<file path="src/rtl/leds_pattern_sequencer.sv">
// 8-LED pattern sequencer: step-rate divider, per-mode pattern stepping,
// optional auto-advance after REPEATS passes, and a valid/ready mode command port.
module leds_pattern_sequencer #(
  parameter int unsigned DELAY_TICKS = 32'd25_000_000,
  parameter int unsigned REPEATS     = 4
) (
  input  logic       clock,
  input  logic       reset_n,
  input  logic       enable,
  input  logic       auto,
  input  logic       cmd_valid,
  input  logic [1:0] cmd_mode,
  output logic       cmd_ready,
  output logic [1:0] mode,
  output logic [7:0] leds,
  output logic       step_tick
);

  localparam int unsigned DIV_W  = 32;
  localparam int unsigned PASS_W = $clog2(REPEATS + 1);

  localparam logic [1:0] MODE_OFF   = 2'd0;
  localparam logic [1:0] MODE_SCAN  = 2'd1;
  localparam logic [1:0] MODE_BLINK = 2'd2;
  localparam logic [1:0] MODE_FILL  = 2'd3;

  localparam logic [0:0] ST_RUN  = 1'b0;
  localparam logic [0:0] ST_LOAD = 1'b1;

  localparam logic DIR_UP   = 1'b0;
  localparam logic DIR_DOWN = 1'b1;

  logic [0:0]        state, state_d;
  logic [1:0]        mode_d;
  logic [7:0]        leds_d;
  logic [DIV_W-1:0]  div, div_d;
  logic [PASS_W-1:0] pass_cnt, pass_d, pass_inc;
  logic              dir, dir_d;
  logic              tick_d, ready_d;
  logic [7:0]        step_leds;
  logic              step_dir;
  logic [1:0]        auto_mode;

  function automatic logic [7:0] init_pattern(input logic [1:0] m);
    case (m)
      MODE_SCAN:  init_pattern = 8'h01;
      MODE_BLINK: init_pattern = 8'hFF;
      MODE_FILL:  init_pattern = 8'h01;
      default:    init_pattern = 8'h00;
    endcase
  endfunction

  // Next pattern and scan direction if a normal step were taken now.
  always_comb begin
    step_leds = leds;
    step_dir  = dir;
    case (mode)
      MODE_SCAN: begin
        if (dir == DIR_UP) begin
          step_leds = {leds[6:0], 1'b0};
          if (step_leds == 8'h80) step_dir = DIR_DOWN;
        end else begin
          step_leds = {1'b0, leds[7:1]};
          if (step_leds == 8'h01) step_dir = DIR_UP;
        end
      end
      MODE_BLINK: step_leds = ~leds;
      MODE_FILL:  step_leds = (leds == 8'hFF) ? 8'h00 : {leds[6:0], 1'b1};
      default:    step_leds = 8'h00;
    endcase
  end

  assign pass_inc  = (pass_cnt == PASS_W'(REPEATS)) ? pass_cnt : pass_cnt + PASS_W'(1);
  assign auto_mode = (mode == MODE_FILL) ? MODE_SCAN : mode + 2'd1;

  // Next-state and registered-output logic; a command always beats a step.
  always_comb begin
    state_d = state;
    mode_d  = mode;
    leds_d  = leds;
    div_d   = div;
    pass_d  = pass_cnt;
    dir_d   = dir;
    tick_d  = 1'b0;
    case (state)
      ST_RUN: begin
        if (cmd_valid) begin
          mode_d  = cmd_mode;
          div_d   = '0;
          pass_d  = '0;
          state_d = ST_LOAD;
        end else if (enable && (mode != MODE_OFF)) begin
          if (div == DIV_W'(DELAY_TICKS - 32'd1)) begin
            div_d  = '0;
            tick_d = 1'b1;
            if (step_leds == init_pattern(mode)) begin
              if (auto && (pass_inc == PASS_W'(REPEATS))) begin
                mode_d = auto_mode;
                leds_d = init_pattern(auto_mode);
                dir_d  = DIR_UP;
                pass_d = '0;
              end else begin
                leds_d = step_leds;
                dir_d  = step_dir;
                pass_d = pass_inc;
              end
            end else begin
              leds_d = step_leds;
              dir_d  = step_dir;
            end
          end else begin
            div_d = div + 32'd1;
          end
        end
      end
      ST_LOAD: begin
        div_d   = '0;
        leds_d  = init_pattern(mode);
        dir_d   = DIR_UP;
        state_d = ST_RUN;
      end
      default: state_d = ST_RUN;
    endcase
    ready_d = (state_d == ST_RUN);
  end

  always_ff @(posedge clock or negedge reset_n) begin
    if (!reset_n) begin
      state     <= ST_RUN;
      mode      <= MODE_OFF;
      leds      <= 8'h00;
      div       <= '0;
      pass_cnt  <= '0;
      dir       <= DIR_UP;
      step_tick <= 1'b0;
      cmd_ready <= 1'b1;
    end else begin
      state     <= state_d;
      mode      <= mode_d;
      leds      <= leds_d;
      div       <= div_d;
      pass_cnt  <= pass_d;
      dir       <= dir_d;
      step_tick <= tick_d;
      cmd_ready <= ready_d;
    end
  end

endmodule
</file>
<file path="config.mk">
export PLATFORM = sky130hd
export DESIGN_NAME = leds_pattern_sequencer
export DESIGN_NICKNAME = d
export VERILOG_FILES = /design/src/rtl/leds_pattern_sequencer.sv
export SDC_FILE = /design/constraint.sdc
export NUM_CORES = 1
export LEC_CHECK = 0
export ABC_AREA = 0
export CAP_MARGIN = 20
export CORE_UTILIZATION = 55
export CTS_BUF_LIST = sky130_fd_sc_hd__clkbuf_16
export DETAILED_ROUTE_END_ITERATION = 8
export HOLD_SLACK_MARGIN = 0.15
export PLACE_DENSITY = 0.75
export SYNTH_ARGS = -nofsm -noshare
export SYNTH_HDL_FRONTEND = slang
export SYNTH_SLANG_ARGS = --single-unit
export TNS_END_PERCENT = 30
</file>
<file path="constraint.sdc">
create_clock -name clock -period 3.5 [get_ports clock]
set_input_delay 0.7 -clock clock [delete_from_list [all_inputs] [get_ports clock]]
set_output_delay 0.7 -clock clock [all_outputs]
set_load 0.05 [all_outputs]
</file>
==> out/qor.yml <==
synth_warnings: 0
worst_slew_pin_slew_ns: 0.933
fp.dieH_um: 77.1
p_leak_nw: 1.43
rr_endpoint: "div[19]"
overflow: 0
finalPower_mw: 1.50
irDropWorstVdd_uv: 369
track_usage: 0.254
grt_setup_unrepaired: "no"
cts_made_buffers: 5
core_area_um2: 5270
drv_cap: 0
remaining_drc_errors: 0
die_w_um: 77.1
ys.flop_type: "dfrtp_1"
crit_path_frequent_cell: "nor4_1"
synthArstFlopShare: 1.00
cp_slowest_cell: "or3_1"
drtAntennaViolNets: 0
comb_power_share: 0.224
ctsHoldBuffers: 0
syn_to_final_growth_pct: 13.0
grt_max_degree: 31
start_util: 0.589
synth_edf_count: 0
cts_root_buf: "clkbuf_16"
reg2reg_depth: 7
critPathKind: "register to register"
post-dp-hpwl_um: 4990
critPathMaxFanout: 30
n_fill_cell: 455
clock_skew_ns: 0.00633
fmax_ghz: 0.335
vias_per_cell: 6.15
grt_pass1_vias: 2567
clock_power_share: 0.350
diodes: 0
period_share: 0.852
synth.avg_cell_area_um2: 8.56
ys_seq_elements: 49
wl_per_cell_um: 15.6
p_per_area_nw_per_um2: 429
h-tree-depth: 2
cts.sinks: 49
gp_congestion: 0.903
cts_resized: 0
fin_tns_setup_ns: 0
cp_data_required_time_ns: 3.63
r2r_slack_ns: 0.52
dieArea_um2: 5950
io_buffers: 18
syn_inst: 363
synth_nets: 379
drive_gt1_frac: 0.0712
hp-class: "primary input to asynchronous set/reset pin"
post_cts_buffers: 0
synth-seq-area-share: 0.395
critPathCaptureType: "register"
swShare: 0.308
clock_latency_ns: 0.28
hold_viol_final: 0
final_nets: 395
grt_pass1_wl_um: 12100
cts_tree: "built"
antenna_found_initial: 0
netSwitchingPower_uw: 463
period_needed_ns: 2.98
clk_path_buf_depth: 2
ios: 19
yosysUniqueCellTypes: 56
p_seq_frac: 0.426
drtIter0Drc: 244
outcome: "finished clean"
cpPeakStageDelay_ns: 0.81
p_int_mw: 1.04
critical_path.cell_chain: "nor4_1 -> nand4_1 -> nor4_1 -> or3_1 -> o21ai_0 -> nand2_1 -> o41ai_1"
synthesis.area_um2: 3110
first_pass_iters: 4
wl_um: 6980
critical_path_arrival_ns: 3.11
clkTransAtPathRegs_ns: 0.06
slew_headroom: 0.378
r2r_start: "div[28]"
setup_viol: 0
mostFrequentLayoutCells: "49 x nand2_1, 48 x dfrtp_1, 27 x o21ai_0, 21 x nor2_1"
final_common_cell: "nand2_1"
hold_ws_ns: 0.416
num_vias: 2760
worst_setup_path_start_kind: "register"
slew_violations: 0
rows: 26
==> through the flow <==
step,instance area (µm²),std cells,worst slack (ns),utilization
after global routing,3510,449,0.253,0.666
final,3510,449,0.519,0.666
after floorplan,3110,363,0.457,-
after detailed placement,3350,442,0.512,0.636
after CTS,3510,449,0.541,0.666
after global placement,3350,442,0.558,0.636
==> layout make-up <==
type                       count  area [µm²]  area share
multi-input combinational    282        1750       0.500
timing repair buffer          23         213      0.0606
sequential                    49        1230       0.350
tap                           70        87.6      0.0250
clock inverter                 2        35.0     0.00998
inverter                      18        67.6      0.0193
clock buffer                   5         125      0.0357
==> worst max-delay path: cells and delay by family, from the launching register on <==
kind | cells | cell delay, ns
and+or+nand+nor | 5 | 2.04
AOI/OAI and AO/OA | 2 | 0.33
DFF | 1 | 0.45
==> state kept, by name (all words and copies together) (netlist names) <==
signal / cells
div: 32
leds: 8
pass_cnt: 3
mode: 2
cmd_ready: 1
dir: 1
state: 1
step_tick: 1
==> synthesized netlist by cell type (2+ instances only) <==
cell	count	area share
a21oi_1	18	0.029
a221o_1	7	0.023
a22o_1	2	0.0056
a22oi_1	3	0.0073
a31oi_1	12	0.024
a32oi_1	3	0.0085
and3_1	6	0.012
clkbuf_1	12	0.015
dfrtp_1	48	0.39
ha_1	9	0.036
inv_1	18	0.022
mux2_1	6	0.022
nand2_1	49	0.059
nand3_1	14	0.023
nand4_1	14	0.028
nand4_2	2	0.0081
nor2_1	21	0.025
nor2b_1	7	0.014
nor3_1	10	0.016
nor4_1	8	0.016
o2111ai_1	2	0.0056
o211ai_1	8	0.019
o21ai_0	27	0.044
o21ai_1	17	0.027
o31ai_1	3	0.0073
o41ai_1	3	0.0085
or2_2	3	0.0060
or3b_1	2	0.0056
xor2_1	2	0.0056
==> how the worst max path moves through the flow <==
stage,from,end,cells past startpoint
6_report,div[28],div[19],7
3_3_place_gp,cmd_valid,div[19],4
4_1_cts,mode[0],leds[3],10
5_1_grt,div[28],div[19],7
2_1_floorplan,mode[0],leds[4],10
3_5_place_dp,cmd_valid,div[25],4
==> layer usage <==
metal / global-route usage / vias to the layer above / wire [µm]
met5: 0 / - / 0
met2: 0.383 / 72 / 3120
met3: 0.0369 / 6 / 334
met1: 0.374 / 1286 / 3460
li1: - / 1396 / -
met4: 0.0792 / 0 / 64
==> logic make-up (layout without fill, tap and decap cells) <==
group,count (synthesis),after routing,synth area share
multiplexers,6,6,0.0218
adder cells (fa/ha/maj),9,9,0.0363
flip-flops,49,49,0.395
AO/OA/AOI/OAI,116,116,0.254
AND/OR/NAND/NOR,148,148,0.243
XOR/XNOR,3,3,0.00846
buffers and inverters,32,48,0.0415
==> power groups by stage <==
| stage | Combinational, mW | Clock (mW) | Sequential, mW |
|---|---|---|---|
| 6_report | 0.336 | 0.527 | 0.641 |
| 5_1_grt | 0.367 | 0.564 | 0.645 |
| 4_1_cts | 0.337 | 0.538 | 0.640 |
| 3_5_place_dp | 0.335 | 0 | 0.650 |
| 3_3_place_gp | 0.333 | 0 | 0.649 |
| 2_1_floorplan | 0.169 | 0 | 0.706 |
Power figures use the tool's default switching activity.
